--- src/rtl/video_pkg.sv ---
// Shared definitions for the video active-area gate and its frame measurer.
// Holds the lock FSM encoding, counter widths and saturation limits, and
// small saturating-increment helpers used by the counters.
package video_pkg;

    typedef enum logic [1:0] {
        UNLOCKED = 2'd0,
        LOCKING  = 2'd1,
        LOCKED   = 2'd2
    } lock_state_e;

    localparam int              PIX_CNT_W  = 12;
    localparam int              LINE_CNT_W = 9;
    localparam logic [11:0]     PIX_MAX    = 12'd4095;
    localparam logic [8:0]      LINE_MAX   = 9'd511;

    // Pixel counter increment that sticks at PIX_MAX instead of wrapping.
    function automatic logic [PIX_CNT_W-1:0] pix_sat_inc(input logic [PIX_CNT_W-1:0] v);
        logic [PIX_CNT_W-1:0] r;
        if (v == PIX_MAX) begin
            r = v;
        end else begin
            r = v + 12'd1;
        end
        return r;
    endfunction

    // Line counter increment that sticks at LINE_MAX instead of wrapping.
    function automatic logic [LINE_CNT_W-1:0] line_sat_inc(input logic [LINE_CNT_W-1:0] v);
        logic [LINE_CNT_W-1:0] r;
        if (v == LINE_MAX) begin
            r = v;
        end else begin
            r = v + 9'd1;
        end
        return r;
    endfunction

endpackage

--- src/rtl/video_frame_measure.sv ---
// Measures the active picture of each frame.
//   clk32, reset_n, pause : clock, synchronous active-low reset, global freeze
//   ce_pix                : pixel enable; counts only while inside the active area
//   hblank_in, vblank_in  : blanking; a rising hblank closes a line
//   vsync_in              : a rising vsync closes the frame
//   cand_w, cand_h        : size of the frame being closed (valid with frame_done)
//   frame_done            : single-cycle strobe on the closing cycle (combinational,
//                           so the lock FSM updates on the very same clk32 edge)
module video_frame_measure
    import video_pkg::*;
(
    input  logic                  clk32,
    input  logic                  reset_n,
    input  logic                  pause,
    input  logic                  ce_pix,
    input  logic                  hblank_in,
    input  logic                  vblank_in,
    input  logic                  vsync_in,
    output logic [PIX_CNT_W-1:0]  cand_w,
    output logic [LINE_CNT_W-1:0] cand_h,
    output logic                  frame_done
);

    logic [PIX_CNT_W-1:0]  pix_cnt_q,  pix_cnt_d;
    logic [PIX_CNT_W-1:0]  line_max_q, line_max_d;
    logic [LINE_CNT_W-1:0] line_cnt_q, line_cnt_d;
    logic                  hblank_prev_q, hblank_prev_d;
    logic                  vsync_prev_q,  vsync_prev_d;

    logic                  de;
    logic                  hb_rise;
    logic                  vs_rise;
    logic [PIX_CNT_W-1:0]  pix_eff;
    logic [PIX_CNT_W-1:0]  line_max_eff;
    logic [LINE_CNT_W-1:0] line_cnt_eff;

    // Line and frame bookkeeping. The "_eff" values already include a pixel
    // or line closing in this cycle, so a coincident hblank/vsync rise folds
    // the last line into the frame that is being closed.
    always_comb begin
        de            = !hblank_in && !vblank_in;
        hb_rise       = hblank_in && !hblank_prev_q;
        vs_rise       = vsync_in  && !vsync_prev_q;
        pix_eff       = pix_cnt_q;
        line_max_eff  = line_max_q;
        line_cnt_eff  = line_cnt_q;
        pix_cnt_d     = pix_cnt_q;
        line_max_d    = line_max_q;
        line_cnt_d    = line_cnt_q;
        hblank_prev_d = hblank_in;
        vsync_prev_d  = vsync_in;

        if (ce_pix && de) begin
            pix_eff = pix_sat_inc(pix_cnt_q);
        end else begin
            pix_eff = pix_cnt_q;
        end

        if (hb_rise) begin
            // Empty lines (vertical blanking) are not counted.
            if (pix_eff != 12'd0) begin
                line_max_eff = (pix_eff > line_max_q) ? pix_eff : line_max_q;
                line_cnt_eff = line_sat_inc(line_cnt_q);
            end else begin
                line_max_eff = line_max_q;
                line_cnt_eff = line_cnt_q;
            end
            pix_cnt_d = 12'd0;
        end else begin
            pix_cnt_d = pix_eff;
        end

        if (vs_rise) begin
            line_max_d = 12'd0;
            line_cnt_d = 9'd0;
            pix_cnt_d  = 12'd0;
        end else begin
            line_max_d = line_max_eff;
            line_cnt_d = line_cnt_eff;
        end

        cand_w     = line_max_eff;
        cand_h     = line_cnt_eff;
        frame_done = vs_rise && !pause;
    end

    // Counter and edge-detector registers; pause freezes all of them.
    always_ff @(posedge clk32) begin
        if (!reset_n) begin
            pix_cnt_q     <= 12'd0;
            line_max_q    <= 12'd0;
            line_cnt_q    <= 9'd0;
            hblank_prev_q <= 1'b0;
            vsync_prev_q  <= 1'b0;
        end else if (!pause) begin
            pix_cnt_q     <= pix_cnt_d;
            line_max_q    <= line_max_d;
            line_cnt_q    <= line_cnt_d;
            hblank_prev_q <= hblank_prev_d;
            vsync_prev_q  <= vsync_prev_d;
        end else begin
            pix_cnt_q     <= pix_cnt_q;
            line_max_q    <= line_max_q;
            line_cnt_q    <= line_cnt_q;
            hblank_prev_q <= hblank_prev_q;
            vsync_prev_q  <= vsync_prev_q;
        end
    end

endmodule

--- src/rtl/video_active_gate.sv ---
// Clean registered video bus for the scaler/OSD plus active-size lock.
//   clk32, reset_n, pause        : clock, synchronous active-low reset, freeze
//   ce_pix, r/g/b_in             : pixel enable and colour from the video chip
//   hsync/vsync/hblank/vblank_in : timing from video_sync
//   r/g/b_out                    : colour, black outside the active area
//   h/vsync_out, h/vblank_out    : timing delayed by one clk32
//   de_out, ce_pix_out           : data enable and pixel enable, one clk32 late
//   active_w, active_h           : last locked picture size (held when unlocked)
//   mode_stable                  : high while the size is locked
module video_active_gate
    import video_pkg::*;
#(
    parameter int DATA_W        = 8,
    parameter int STABLE_FRAMES = 4
) (
    input  logic              clk32,
    input  logic              reset_n,
    input  logic              pause,
    input  logic              ce_pix,
    input  logic [DATA_W-1:0] r_in,
    input  logic [DATA_W-1:0] g_in,
    input  logic [DATA_W-1:0] b_in,
    input  logic              hsync_in,
    input  logic              vsync_in,
    input  logic              hblank_in,
    input  logic              vblank_in,
    output logic [DATA_W-1:0] r_out,
    output logic [DATA_W-1:0] g_out,
    output logic [DATA_W-1:0] b_out,
    output logic              hsync_out,
    output logic              vsync_out,
    output logic              hblank_out,
    output logic              vblank_out,
    output logic              de_out,
    output logic              ce_pix_out,
    output logic [11:0]       active_w,
    output logic [8:0]        active_h,
    output logic              mode_stable
);

    localparam logic [4:0] SF_LIMIT = 5'(STABLE_FRAMES);
    localparam logic       SF_ONE   = (STABLE_FRAMES == 1);

    // Video path registers
    logic [DATA_W-1:0] r_q, r_d, g_q, g_d, b_q, b_d;
    logic              hsync_q, vsync_q, hblank_q, vblank_q, de_q, ce_q;
    logic              de_d;

    // Lock FSM registers
    lock_state_e       state_q, state_d;
    logic [11:0]       ref_w_q, ref_w_d;
    logic [8:0]        ref_h_q, ref_h_d;
    logic [3:0]        stab_q, stab_d;
    logic [11:0]       active_w_q, active_w_d;
    logic [8:0]        active_h_q, active_h_d;
    logic              mode_stable_q, mode_stable_d;

    logic [11:0]       cand_w;
    logic [8:0]        cand_h;
    logic              frame_done;

    video_frame_measure u_measure (
        .clk32      (clk32),
        .reset_n    (reset_n),
        .pause      (pause),
        .ce_pix     (ce_pix),
        .hblank_in  (hblank_in),
        .vblank_in  (vblank_in),
        .vsync_in   (vsync_in),
        .cand_w     (cand_w),
        .cand_h     (cand_h),
        .frame_done (frame_done)
    );

    // Colour gating: black whenever either blanking is active.
    always_comb begin
        de_d = !hblank_in && !vblank_in;
        r_d  = '0;
        g_d  = '0;
        b_d  = '0;
        if (de_d) begin
            r_d = r_in;
            g_d = g_in;
            b_d = b_in;
        end else begin
            r_d = '0;
            g_d = '0;
            b_d = '0;
        end
    end

    // Video path pipeline stage.
    always_ff @(posedge clk32) begin
        if (!reset_n) begin
            r_q      <= '0;
            g_q      <= '0;
            b_q      <= '0;
            hsync_q  <= 1'b0;
            vsync_q  <= 1'b0;
            hblank_q <= 1'b0;
            vblank_q <= 1'b0;
            de_q     <= 1'b0;
            ce_q     <= 1'b0;
        end else if (!pause) begin
            r_q      <= r_d;
            g_q      <= g_d;
            b_q      <= b_d;
            hsync_q  <= hsync_in;
            vsync_q  <= vsync_in;
            hblank_q <= hblank_in;
            vblank_q <= vblank_in;
            de_q     <= de_d;
            ce_q     <= ce_pix;
        end else begin
            r_q      <= r_q;
            g_q      <= g_q;
            b_q      <= b_q;
            hsync_q  <= hsync_q;
            vsync_q  <= vsync_q;
            hblank_q <= hblank_q;
            vblank_q <= vblank_q;
            de_q     <= de_q;
            ce_q     <= ce_q;
        end
    end

    logic        cand_nz;
    logic        cand_match;
    logic [4:0]  stab_inc;
    lock_state_e fresh_state;
    logic [3:0]  fresh_stab;
    logic        take_fresh;

    // Lock FSM. "fresh" is the UNLOCKED treatment of the current candidate;
    // a mismatch in LOCKED falls back to it within the same frame close.
    always_comb begin
        state_d     = state_q;
        ref_w_d     = ref_w_q;
        ref_h_d     = ref_h_q;
        stab_d      = stab_q;
        active_w_d  = active_w_q;
        active_h_d  = active_h_q;
        take_fresh  = 1'b0;
        cand_nz     = (cand_w != 12'd0) && (cand_h != 9'd0);
        cand_match  = (cand_w == ref_w_q) && (cand_h == ref_h_q);
        stab_inc    = {1'b0, stab_q} + 5'd1;

        if (cand_nz) begin
            fresh_state = SF_ONE ? LOCKED : LOCKING;
            fresh_stab  = 4'd1;
        end else begin
            fresh_state = UNLOCKED;
            fresh_stab  = 4'd0;
        end

        if (frame_done) begin
            case (state_q)
                UNLOCKED: begin
                    take_fresh = 1'b1;
                end
                LOCKING: begin
                    if (!cand_nz) begin
                        state_d = UNLOCKED;
                        stab_d  = 4'd0;
                    end else if (cand_match) begin
                        stab_d = stab_inc[3:0];
                        if (stab_inc >= SF_LIMIT) begin
                            state_d    = LOCKED;
                            active_w_d = ref_w_q;
                            active_h_d = ref_h_q;
                        end else begin
                            state_d = LOCKING;
                        end
                    end else begin
                        take_fresh = 1'b1;
                    end
                end
                LOCKED: begin
                    if (cand_match) begin
                        state_d = LOCKED;
                    end else begin
                        take_fresh = 1'b1;
                    end
                end
                default: begin
                    state_d = UNLOCKED;
                    stab_d  = 4'd0;
                end
            endcase
        end else begin
            state_d = state_q;
        end

        if (take_fresh) begin
            state_d = fresh_state;
            stab_d  = fresh_stab;
            if (cand_nz) begin
                ref_w_d = cand_w;
                ref_h_d = cand_h;
            end else begin
                ref_w_d = ref_w_q;
                ref_h_d = ref_h_q;
            end
            if (fresh_state == LOCKED) begin
                active_w_d = cand_w;
                active_h_d = cand_h;
            end else begin
                active_w_d = active_w_q;
                active_h_d = active_h_q;
            end
        end else begin
            take_fresh = 1'b0;
        end

        mode_stable_d = (state_d == LOCKED);
    end

    // Lock FSM state and lock outputs; updated together so mode_stable
    // changes on the same edge as the state.
    always_ff @(posedge clk32) begin
        if (!reset_n) begin
            state_q       <= UNLOCKED;
            ref_w_q       <= 12'd0;
            ref_h_q       <= 9'd0;
            stab_q        <= 4'd0;
            active_w_q    <= 12'd0;
            active_h_q    <= 9'd0;
            mode_stable_q <= 1'b0;
        end else if (!pause) begin
            state_q       <= state_d;
            ref_w_q       <= ref_w_d;
            ref_h_q       <= ref_h_d;
            stab_q        <= stab_d;
            active_w_q    <= active_w_d;
            active_h_q    <= active_h_d;
            mode_stable_q <= mode_stable_d;
        end else begin
            state_q       <= state_q;
            ref_w_q       <= ref_w_q;
            ref_h_q       <= ref_h_q;
            stab_q        <= stab_q;
            active_w_q    <= active_w_q;
            active_h_q    <= active_h_q;
            mode_stable_q <= mode_stable_q;
        end
    end

    assign r_out       = r_q;
    assign g_out       = g_q;
    assign b_out       = b_q;
    assign hsync_out   = hsync_q;
    assign vsync_out   = vsync_q;
    assign hblank_out  = hblank_q;
    assign vblank_out  = vblank_q;
    assign de_out      = de_q;
    assign ce_pix_out  = ce_q;
    assign active_w    = active_w_q;
    assign active_h    = active_h_q;
    assign mode_stable = mode_stable_q;

endmodule
--- config.mk ---
export PLATFORM = sky130hd
export DESIGN_NAME = video_active_gate
export DESIGN_NICKNAME = d
export VERILOG_FILES = /design/src/rtl/video_pkg.sv /design/src/rtl/video_frame_measure.sv /design/src/rtl/video_active_gate.sv
export SDC_FILE = /design/constraint.sdc
export NUM_CORES = 1
export LEC_CHECK = 0
export ABC_CLOCK_PERIOD_IN_PS = 8600
export BUFFER_PORTS_ARGS = -buffer_cell sky130_fd_sc_hd__buf_2
export CAP_MARGIN = 20
export CORE_MARGIN = 1.5
export CORE_UTILIZATION = 55
export DETAILED_ROUTE_END_ITERATION = 6
export GPL_ROUTABILITY_DRIVEN = 0
export GPL_TIMING_DRIVEN = 0
export HOLD_SLACK_MARGIN = 0.12
export PLACE_DENSITY_LB_ADDON = 0.3
export SETUP_SLACK_MARGIN = 0.05
export SLEW_MARGIN = 10
export SYNTH_ARGS = -nofsm -noshare
export SYNTH_HDL_FRONTEND = slang
export SYNTH_SLANG_ARGS = --single-unit
--- constraint.sdc ---
create_clock -name clk32 -period 8.6 [get_ports clk32]
set_clock_uncertainty 0.2 [all_clocks]
set_input_delay 2.58 -clock clk32 [delete_from_list [all_inputs] [get_ports clk32]]
set_output_delay 2.58 -clock clk32 [all_outputs]
set_load 0.02 [all_outputs]
==> results of run 1 <==
## per-layer routing
layer,vias up,GRT usage
li1,3027,-
met1,3055,0.416
met2,412,0.523
met3,120,0.0788
met4,0,0.217
met5,-,0
## cell type report
class	instances	area [um^2]	area share
tap	140	175	0.0243
clock inverter	7	76.3	0.0106
buffer	51	216	0.0301
sequential	112	2240	0.312
clock buffer	9	225	0.0313
timing repair buffer	84	420	0.0584
multi-input combinational	569	3710	0.516
inverter	33	124	0.0172
## tightest hold or removal path, delay by kind of cell, from the launching register on
kind | cells | cell delay, ns
flip-flops | 1 | 0.33
AND/OR/NAND/NOR | 1 | 0.07
multiplexers | 1 | 0.06
## stage by stage
stage,total power (W),TNS (ns)
detailed placement,0.000611,0
global placement,0.000609,-1.30
finish,0.00103,0
global route,0.00107,0
CTS,0.00104,0
floorplan,0.000582,0
## Yosys cell counts, drive strengths merged (6+ instances only)
| cell type | count | share of area |
|---|---|---|
| a21oi | 40 | 0.032 |
| o211ai | 10 | 0.013 |
| nor2b | 6 | 0.0060 |
| buf | 13 | 0.012 |
| clkbuf | 38 | 0.023 |
| o21ai | 28 | 0.023 |
| or3 | 6 | 0.0060 |
| ha | 16 | 0.032 |
| a311oi | 7 | 0.0097 |
| a221oi | 7 | 0.0097 |
| and3 | 11 | 0.011 |
| xnor2 | 12 | 0.017 |
| nor4 | 11 | 0.013 |
| a22oi | 49 | 0.058 |
| nand2 | 43 | 0.026 |
| xor2 | 12 | 0.017 |
| inv | 32 | 0.019 |
| nand4 | 14 | 0.014 |
| nand3 | 23 | 0.018 |
| mux2i | 33 | 0.053 |
| nor3 | 34 | 0.027 |
| dfxtp | 112 | 0.36 |
| mux2 | 10 | 0.018 |
| nor2 | 106 | 0.064 |
## flip-flops by register name, summed over array words and instances, names as in the netlist, 2 cells and up
signal / flops
b_out: 8
r_out: 8
u_measure.pix_cnt_q: 12
active_h: 9
active_w: 12
g_out: 8
state_q: 2
u_measure.line_cnt_q: 9
ref_w_q: 12
u_measure.line_max_q: 12
stab_q: 4
ref_h_q: 9
## kinds of logic after synthesis
group                    after synthesis
multiplexers                          43
XOR/XNOR                              24
flip-flops                           112
AND/OR/NAND/NOR                      286
AO/OA/AOI/OAI                        200
adder cells (fa/ha/maj)               16
buffers and inverters                 84
## path summary, 6_finish.rpt
kind,end,slack [ns],cells after the start
min reg2reg,active_h[4],0.29,2
min,active_h[4],0.29,2
max,ref_w_q[6],0.40,20
max reg2reg,ref_w_q[6],1.73,23
## power groups by stage
stage / registers [W] / clock network, W / logic, W
2_1_floorplan: 0.000544 / 0 / 0.0000376
3_3_place_gp: 0.000539 / 0 / 0.0000705
3_5_place_dp: 0.000539 / 0 / 0.0000723
4_1_cts: 0.000527 / 0.000439 / 0.0000725
5_1_grt: 0.000528 / 0.000459 / 0.0000800
6_report: 0.000527 / 0.000432 / 0.0000748
==> summary.md, run 1 <==
The run finished, with violations left. The checks that failed: design-rule violations. The final hold violation count came out at 0.

The count of final max-slew check failures is 0. Startpoint of the most critical setup path: hblank_in. Prior to clock tree synthesis, the placed netlist has a worst setup slack of 0.0456 ns. The combinational share of power was 0.072. The run gives 6614 as the total number of vias. The count of nets left with antenna violations once routing finished came out at 0.

The ratio of final minimum period to clock period is 0.953, and the number of global-route vias before repair is 6256. Fraction of power spent switching nets: 0.252. The post-cts hold buffer count is 0, and the post-cts resize count is 0. Summed over all cells, the static leakage comes to 2.94 nW. In the routed layout, each cell is associated on average with a via count of 6.58. The tools report the number of warnings reported in the yosys synthesis log as 0. VDD sags by at most 121 uV. The worst setup path is captured at a flop.

At the later pin of the worst-skew pair, clock insertion delay measures 0.37 ns. Power spread over the standard cell area amounts to 144 nW/um^2. The number of antenna violations at the first check in global routing was 0; the share of cells above drive strength 1 was 0.153.

The worst hold path belongs to the class reg -> reg. The longest clock path from root to sink contains 2 buffers. For the post-layout instance area, the log shows 7190 um^2.

Total placed instance area: 6890 um^2. The met1 wire length was 7850 um. CTS placed an instance of sky130_fd_sc_hd__clkbuf_16 at the clock tree root. The worst relative slew slack was 0.321. The most frequent standard cell in the layout excluding fill and tap cells is sky130_fd_sc_hd__dfxtp_1. After synthesis, the largest family of logic cells by area is simple AND/OR/NAND/NOR gates. Across the run, the number of max-cap violations was 0. The count of flip-flops with a built-in enable after synthesis works out to 0. The H-tree was split into 3 levels. Wire segments on met2 add up to 8690 um in the final route. The xor/xnor share of the synthesized area works out to 0.0334. In this run the worst path has a maximum fanout of 10. The net switching power came out at 0.000260 W.

Uppermost metal layer occupied by signal nets: met4. The top cell types in the final layout, fill and taps aside, are sky130_fd_sc_hd__dfxtp_1, sky130_fd_sc_hd__nor2_1, sky130_fd_sc_hd__buf_2. Starting density of the core: 0.573.

The half-perimeter wire length after detailed placement was 14500 um; the number of placed instances, taps included was 989. The layout has 962 filler cells. TritonCTS built the clock tree. The first global-routing pass estimated 30900 um of wire. For the worst setup path, the data required time is 8.62 ns. The share of flip-flops with an asynchronous set or reset was 0. The sequential element share of the synthesized area was 0.356.

Yosys mapped the design onto 81 distinct sky130hd cell types. At the pin with the least slew margin, the transition time is 1.01 ns. The logs give 908 for the number of nets in the layout and 9 for the number of buffers created by CTS. After layout, the minimum clock period comes to 8.20 ns. The per-instance average area after synthesis was 8.22 um^2. For the detailed route wirelength on metal3, the log shows 2050 um.

The clock group share of total power is 0.418. The die covers 12100 um^2. The tools report the I/O pin count as 84. The maximum single-stage delay on the critical path is 0.52 ns.

The detailed-route wire length is 19800 um. Launching element type of the critical path: a primary input. The setup violation total in the final timing report was 0; the synthesized-area fraction occupied by and/or/nand/nor cells was 0.226. Setup fix buffers added after clock tree synthesis: 0. Global router's overall resource usage: 0.336. The internal power of the cells totals 0.000774 W. The share of synthesized area spent on multiplexers came out at 0.0716. For the minimum setup slack in the final design, the log shows 0.400 ns. The CTS clock-pin slew for the worst setup and hold paths was 0.07 ns.

Synthesis produced a netlist with a net count of 813. The core region is 11000 um^2. From left edge to right edge, the die measures 110 um. The final cell utilization of the core was 0.655. The adder and majority gate portion of the synthesized area came out at 0.0318. The tools report the final hold slack as 0.293 ns.

The signal on the critical path passes through buf_2, or3b_1, nor4_1, mux2_1, ha_1, a21oi_1, o21ai_0, o311ai_2, buf_2, clkbuf_1, nor3_1, a221oi_1, nand4_1, nor4_1, nand3_1, buf_2, o311a_1, clkbuf_1, nor3_1, nor3_1. In this run the critical register-to-register path is launched from u_measure.pix_cnt_q[0]. The compound-cell area share of the yosys netlist came out at 0.226.

For the iteration-0 DRC count of the detailed router, the log shows 759. Timing would allow up to 122 MHz. Clock tree synthesis found a total of 112 sinks. The tools report the total standard cell area after synthesis as 6290 um^2. Entering global routing, the biggest net connects 20 pins. The tools report the number of core rows as 38. Among cell families on the critical path, the largest total delay comes from simple AND/OR/NAND/NOR gates. The highest-delay cell along the critical path is sky130_fd_sc_hd__mux2_1. The die is 110 um tall. The tools report the share of power burned in registers as 0.510.

The number of iterations in the first detailed-routing pass came out at 7. The number of buffers and inverters on the critical path is 5. The signed area change from the synthesized netlist to the final layout works out to 14.4%. In this run the most critical hold path is launched from active_h[4]. The count of port buffers added during placement was 83. The average wire per cell in the routed design came out at 19.7 um. The category of the most critical setup path is in -> reg.

Data arrival time of the critical path: 8.22 ns. The most used flip-flop cell after synthesis is sky130_fd_sc_hd__dfxtp_1. The run gives 1005 as the post-route non-filler standard cell count.

Synthesis produced 765 cells. Setup repair after global routing left no endpoint under its margin. After synthesis the netlist holds a flip-flop and latch count of 112.

Overflow left after global routing: 0. The number of antenna diodes in the final layout is 0. The DRC violation count after routing was 1.
Power figures use the tool's default switching activity.
==> run 2: changes to the inputs <==
--- a/config.mk
+++ b/config.mk
@@ -5,6 +5,7 @@
 export SDC_FILE = /design/constraint.sdc
 export NUM_CORES = 1
 export LEC_CHECK = 0
+export ABC_AREA = 1
 export ABC_CLOCK_PERIOD_IN_PS = 8600
 export BUFFER_PORTS_ARGS = -buffer_cell sky130_fd_sc_hd__buf_2
 export CAP_MARGIN = 20
==> summary.md, run 2 <==
Setup repair after global routing left no endpoint under its margin. The detailed router placed 6443 vias in this run. Commonest register cell after synthesis: sky130_fd_sc_hd__dfxtp_1. Launching point of the worst reg2reg path: u_measure.pix_cnt_q[0].

The ratio of final minimum period to clock period came out at 0.813. Startpoint of the most critical setup path: hblank_in. The setup fix buffers added after clock tree synthesis was 0.

The tree built by TritonCTS fans out to 112 sinks. For this run, the number of Yosys warnings is 0. The starting density of the core is 0.559.

Power spread over the standard cell area amounts to 161 nW/um^2. The largest total area in the synthesized netlist belongs to sky130_fd_sc_hd__dfxtp_1. The first global-routing pass estimated 26100 um of wire. For the number of antenna violations at the first check in global routing, the log shows 0. At the pin with the least slew margin, the transition time is 0.840 ns.

The detailed-route wire length is 16500 um. Across the run, the number of max-cap violations was 0. Most frequently used cell type in the post-synthesis netlist: sky130_fd_sc_hd__nand2_1.

The endpoint required time on the critical path is 8.63 ns. The per-instance average area after synthesis came out at 6.55 um^2. The final reports fail on design-rule violations. The die outline width was 110 um.

The share of flip-flops with an asynchronous set or reset is 0, and the maximum fanout count along the critical path is 10. For the count of final max-slew check failures, the log shows 0. The run gives 12700 um as the half-perimeter wire length after detailed placement.

In the final timing run, aggregate negative setup slack is 0 ns. Buffers inserted during clock tree synthesis total 9. TritonCTS built the clock tree. The run gives 1 as the DRC violation count after routing. The tree is rooted in a sky130_fd_sc_hd__clkbuf_16.

At the end of the flow, the number of nets in the layout was 1109. The tools report the endpoint class of the critical path as a flop. The pin count of the biggest net entering global routing came out at 20. 0 antenna diodes ended up in the layout. The total standard cell area after synthesis came out at 6330 um^2. Leaving out fill and tap cells, the most frequent cell in the layout is sky130_fd_sc_hd__nand2_1.

The number of instances in the synthesized netlist is 967. The worst flop-to-flop path endpoint is active_w[0]. Leaving out fill and tap cells, the most frequent cells in the layout are sky130_fd_sc_hd__nand2_1, sky130_fd_sc_hd__a21oi_1, sky130_fd_sc_hd__dfxtp_1. Counting flops with a built-in enable in the synthesized netlist gives 0. Ranked by instance count, the synthesized netlist is headed by sky130_fd_sc_hd__nand2_1, sky130_fd_sc_hd__a21oi_1, sky130_fd_sc_hd__dfxtp_1.

The via-per-instance ratio works out to 5.33. The clock reaches the later pin of the worst-skew pair after 0.37 ns. The floorplan step defined a core boundary enclosing 11300 um^2. Category of the most critical setup path: in -> reg. The post-synthesis net count was 1015; the share of cells above drive strength 1 was 0.159. For the residual antenna-violating net count after detailed routing, the log shows 0. 84 I/O pins were placed.

For the number of core rows, the log shows 39. The run gives 7 as the number of iterations in the first detailed-routing pass. The peak supply drop came out at 135 uV. Path depth of the worst reg2reg path: 25. The tools report the static leakage power as 3.53 nW. The area share of the largest cell type after synthesis works out to 0.354. The worst relative slew slack was 0.440. The final hold violation count is 0, and the number of different library cells in the post-synthesis netlist is 38. The die is 110 um tall.

The launching element type of the critical path was a primary input. The sequential element share of the synthesized area came out at 0.354. In this run the worst hold path is classified as reg -> reg.

The tools report the global router's overall resource usage as 0.280. The setup slack of the worst register-to-register path came out at 3.47 ns. The flow ran to the end, but the final reports show violations. For this run, the top clock speed supported by timing is 143 MHz.

Following the worst setup path forward leads to its endpoint at active_w[0]. Once the clock tree was built, the resizer swapped 0 gates to a different size. In the post-synthesis netlist, the biggest area contributors are sky130_fd_sc_hd__dfxtp_1, sky130_fd_sc_hd__nand2_1, sky130_fd_sc_hd__a21oi_1. In this run, the number of DRC markers left after iteration 0 of detailed routing was 531. Global routing finished with a remaining overflow of 0. No sink is reached through more buffers than the 2 on the longest clock path. For this design, the CTS-stage hold fixing added 0 buffers. The signed area change from the synthesized netlist to the final layout is 14.3%, and the average wire per cell in the routed design is 13.7 um.

Synthesis inferred 112 register bits. The number of global-route vias before repair was 5406; the full die area was 12200 um^2. The setup violation total in the final timing report is 0. During placement, the flow inserted port buffers numbering 83.

After clock tree synthesis, the clock-pin slew on the worst setup and hold paths is 0.08 ns. The layout has 1078 filler cells. The clock period minus worst slack is 6.99 ns, and the data arrival time of the critical path is 7.02 ns. The H-tree level count is 3, and the final hold slack is 0.263 ns.
run 2: cell count changes after synthesis, sizes merged, moves of 17 or more:
| cell | delta |
|---|---|
| nand2 | +238 |
| inv | +79 |
| a22oi | -49 |
| mux2i | -33 |
| a21oi | +75 |
| nand3 | +86 |
| nor2 | -17 |
run 2: metrics by stage:
stage | instances | instance area (um^2) | utilization | power [W] | setup slack, ns
after floorplan | 967 | 6330 | - | 0.000678 | 2.31
after global placement | 1193 | 6930 | 0.612 | 0.000729 | 1.36
after detailed placement | 1193 | 6930 | 0.612 | 0.000731 | 1.26
after CTS | 1209 | 7240 | 0.640 | 0.00117 | 1.64
after global routing | 1209 | 7240 | 0.640 | 0.00122 | 1.20
final | 1209 | 7240 | 0.640 | 0.00117 | 1.61
run 2: layout make-up:
| type | count | area [um^2] | share of cell area |
|---|---|---|---|
| multi-input combinational | 700 | 3470 | 0.479 |
| sequential | 112 | 2240 | 0.310 |
| inverter | 112 | 420 | 0.0581 |
| timing repair buffer | 83 | 415 | 0.0574 |
| clock buffer | 10 | 239 | 0.0330 |
| buffer | 43 | 201 | 0.0278 |
| tap | 143 | 179 | 0.0247 |
| clock inverter | 6 | 75.1 | 0.0104 |
run 2: kinds of logic after synthesis:
| group | synth area share |
|---|---|
| flip-flops | 0.354 |
| AO/OA/AOI/OAI | 0.120 |
| AND/OR/NAND/NOR | 0.386 |
| adder cells (fa/ha/maj) | 0.0316 |
| buffers and inverters | 0.0982 |
| XOR/XNOR | 0.00949 |
run 2: critical path, cell delays in order:
cell and delay (ns):
sky130_fd_sc_hd__buf_2 0.12, sky130_fd_sc_hd__inv_2 0.07, sky130_fd_sc_hd__nand2_1 0.06, sky130_fd_sc_hd__nor2_2 0.12, sky130_fd_sc_hd__buf_2 0.23, sky130_fd_sc_hd__nand4_1 0.14, sky130_fd_sc_hd__a21oi_1 0.19, sky130_fd_sc_hd__nand2_1 0.15
sky130_fd_sc_hd__ha_1 0.30, sky130_fd_sc_hd__nand2_1 0.06, sky130_fd_sc_hd__nor2_1 0.18, sky130_fd_sc_hd__nand4_1 0.14, sky130_fd_sc_hd__a21o_1 0.19, sky130_fd_sc_hd__a21oi_2 0.39, sky130_fd_sc_hd__buf_1 0.38, sky130_fd_sc_hd__nand3_1 0.19
sky130_fd_sc_hd__nand3_1 0.12, sky130_fd_sc_hd__nand2_1 0.06, sky130_fd_sc_hd__nor2_1 0.21, sky130_fd_sc_hd__nand3_1 0.12, sky130_fd_sc_hd__nor2_2 0.18, sky130_fd_sc_hd__nand3_2 0.13, sky130_fd_sc_hd__nor3_4 0.25, sky130_fd_sc_hd__nand2_2 0.10
sky130_fd_sc_hd__buf_4 0.18, sky130_fd_sc_hd__nor2_1 0.13, sky130_fd_sc_hd__nor3_2 0.06
run 2: metal layers:
metal / routed length [um] / vias up / track usage
li1: - / 3312 / -
met1: 7680 / 2850 / 0.388
met2: 7120 / 252 / 0.429
met3: 1290 / 29 / 0.0523
met4: 425 / 0 / 0.111
met5: 0 / - / 0
run 2: how the worst min path moves through the flow:
stage | slack, ns | start | cells after the start | endpoint
after floorplan | 0.25 | u_measure.line_max_q[2] | 2 | u_measure.line_max_q[2]
after global placement | 0.24 | r_out[5] | 2 | r_out[5]
after detailed placement | 0.25 | r_out[5] | 2 | r_out[5]
after CTS | 0.26 | g_out[0] | 2 | g_out[0]
after global routing | 0.28 | b_out[0] | 2 | b_out[0]
final | 0.26 | g_out[6] | 2 | g_out[6]
run 2: where the power goes:
group	internal, W	leakage, nW	total, W	switching [W]
registers	0.000532	0.906	0.000544	0.0000119
logic	0.0000545	2.47	0.000177	0.000123
clock network	0.000239	0.152	0.000448	0.000209
==> run 3: changes to the inputs <==
--- a/config.mk
+++ b/config.mk
@@ -5,12 +5,12 @@
 export SDC_FILE = /design/constraint.sdc
 export NUM_CORES = 1
 export LEC_CHECK = 0
-export ABC_AREA = 1
-export ABC_CLOCK_PERIOD_IN_PS = 8600
+export ABC_AREA = 0
+export ABC_CLOCK_PERIOD_IN_PS = 5700
 export BUFFER_PORTS_ARGS = -buffer_cell sky130_fd_sc_hd__buf_2
 export CAP_MARGIN = 20
 export CORE_MARGIN = 1.5
-export CORE_UTILIZATION = 55
+export CORE_UTILIZATION = 53
 export DETAILED_ROUTE_END_ITERATION = 6
 export GPL_ROUTABILITY_DRIVEN = 0
 export GPL_TIMING_DRIVEN = 0
==> constraint.sdc (replaced) <==
create_clock -name clk32 -period 5.7 [get_ports clk32]
set_clock_uncertainty 0.2 [all_clocks]
set_input_delay 1.71 -clock clk32 [delete_from_list [all_inputs] [get_ports clk32]]
set_output_delay 1.71 -clock clk32 [all_outputs]
set_load 0.02 [all_outputs]
==> summary.md, run 3 (synthesis gave the netlist of run 1 again) <==
The number of global-route vias before repair is 6876. The design draws 0.00154 W. The path depth of the worst reg2reg path was 23; the ratio of final minimum period to clock period was 1.09.

The run gives 11500 um^2 as the area of the placeable core. Dividing total power by cell area gives a power density of 184 nW/um^2. The number of clock buffers added by TritonCTS is 9. The maximum fanout count along the critical path came out at 10.

The flow ran to the end, but the final reports show violations. After the flow finishes, the layout carries non-filler instances totaling 1059. The worst-case IR drop observed on VDD is 179 uV.

Entering global routing, the biggest net connects 19 pins. The worst relative slew slack is 0.379. The root buffer selected by CTS is sky130_fd_sc_hd__clkbuf_16. The final layout contains routed wiring with a total length of 23300 um.

The number of iterations in the first detailed-routing pass came out at 7. CTS saw 112 sinks. From synthesis to final layout, the design area changed by 32.8%. The clock period minus worst slack is 6.19 ns, and the number of placed instances, taps included is 991.

The run gives 0.37 ns as the clock network latency to the later pin of the worst-skew pair. The die covers 12500 um^2. The critical path crosses 21 cells after its start point. The setup violation total in the final timing report came out at 49. The count of final max-slew check failures is 0, and the cell count of the worst hold path is 2. The logs give 0.348 for the global router's overall resource usage and 1146 for the iteration-0 DRC count of the detailed router.

After detailed routing, the number of vias per cell comes to 6.93. The critical path in this run is classified as in -> reg. The share of cells above drive strength 1 is 0.285. Static timing analysis puts the maximum clock frequency at 161 MHz. Once detailed placement completed, the half-perimeter wirelength came to 14600 um. The checks that failed: design-rule violations, negative setup slack.

The worst hold path belongs to the class reg -> reg. Summed over all layers, the global routing overflow is 0. The largest individual stage delay along the critical path comes from the cell sky130_fd_sc_hd__o311ai_4. The maximum single-stage delay on the critical path was 0.37 ns. Once detail routing completed, the nets flagged for antenna violations numbered 0. Static leakage power: 3.42 nW.

The critical path contains buffers and inverters numbering 6 combined. Final hold violation count: 0. In the routed design, unresolved DRC markers number 6. The minimum setup slack in the final design was -0.494 ns; the max capacitance violation total was 0. H-tree level count: 3. The number of antenna violations at the first check in global routing was 0; the height of the die was 112 um. The most frequent standard cell in the layout excluding fill and tap cells was sky130_fd_sc_hd__dfxtp_1. The worst setup path is launched from a primary input.

The die outline width is 112 um. Final-layout fill cell count: 816. Leaving out fill and tap cells, the most frequent cells in the layout are sky130_fd_sc_hd__dfxtp_1, sky130_fd_sc_hd__nor2_1, sky130_fd_sc_hd__buf_2. In this run the deepest clock path goes through 2 buffers. At the pin with the least slew margin, the transition time is 0.924 ns. Detailed routing inserted a total of 7337 vias.

For the worst setup path, the data required time is 5.72 ns. On the critical path the largest part of the delay comes from compound AO/OA/AOI/OAI gates. The count of port buffers added during placement is 83. The signal on the critical path passes through buf_8, nand4bb_4, or3_1, and3_2, inv_2, ha_1, a21oi_2, a21oi_2, o311ai_4, buf_6, buf_4, nor3_1, a311oi_2, o41ai_2, a2111oi_2, nand3_1, buf_6, o211a_1, clkbuf_2, o21ai_1, a21oi_1. The logs give 0.726 for the final cell utilization of the core and 960 for the number of nets in the layout. 0 antenna diodes ended up in the layout. At the worst endpoint, the arrival time is 6.22 ns.

The tools report the worst-case setup slack after placement as -1.37 ns. The starting density of the core is 0.546. The worst setup path is captured at a flop. Setup repair after global routing could not meet its margin everywhere. The I/O pin count was 84. The first global-routing pass estimated 34900 um of wire.

The CTS clock-pin slew for the worst setup and hold paths was 0.07 ns; the number of core rows was 39. Average wire per cell in the routed design: 22.0 um. TritonCTS built the clock tree.
[run 3: per-stage QoR]
stage	instance area (um^2)	TNS (ns)	hold WS [ns]
final	8360	-19.43	0.294
after global routing	8360	-27.63	0.323
after CTS	7930	-13.46	0.300
after detailed placement	6990	-62.02	0.279
after global placement	6990	-52.51	0.267
after floorplan	6400	-9.40	0.264
[run 3: layer usage]
layer,vias up,part of all wire,wire (um),global-route usage
li1,3139,-,-,-
met3,207,0.12,2890,0.0898
met2,622,0.44,10300,0.547
met5,-,0,0,0
met1,3369,0.36,8380,0.431
met4,0,0.074,1730,0.214
[run 3: final timing paths]
| check | startpoint | end | slack, ns |
|---|---|---|---|
| worst max-delay path | vblank_in | ref_h_q[6] | -0.49 |
| worst min-delay path | active_h[4] | active_h[4] | 0.29 |
| worst max register to register | u_measure.pix_cnt_q[0] | ref_h_q[6] | -0.24 |
| worst min register to register | active_h[4] | active_h[4] | 0.29 |
[run 3: power breakdown]
group          switching [W]  internal [W]  leakage (nW)
logic              0.0000905     0.0000462          2.37
registers         0.00000616      0.000789         0.905
clock network       0.000308      0.000298         0.137
[run 3: final cells by class]
type / instances / area, um^2 / area share
flip-flops and latches: 112 / 2240 / 0.268
multi-input cells: 570 / 4270 / 0.510
repair buffers: 135 / 937 / 0.112
clock inverters: 6 / 43.8 / 0.00524
plain buffers: 51 / 337 / 0.0403
clock buffers: 9 / 225 / 0.0270
inverters: 33 / 126 / 0.0151
well taps: 143 / 179 / 0.0214
[run 3: repair_timing]
action	in CTS	in global routing
endpoints found under the hold margin	0	0
cloned	4	1
resized for setup	77	65
pin swaps	27	40
buffers inserted	33	16
endpoints found under the setup margin	49	49
hold buffers	0	0
[run 3: worst register-to-register path: cells and delay by family (launching register included)]
kind,cells,cell delay [ns]
muxes,1,0.34
adders and majority gates,2,0.62
buffers and inverters,5,0.96
and+or+nand+nor,6,1.07
DFF,1,0.46
AOI/OAI and AO/OA,9,2.14
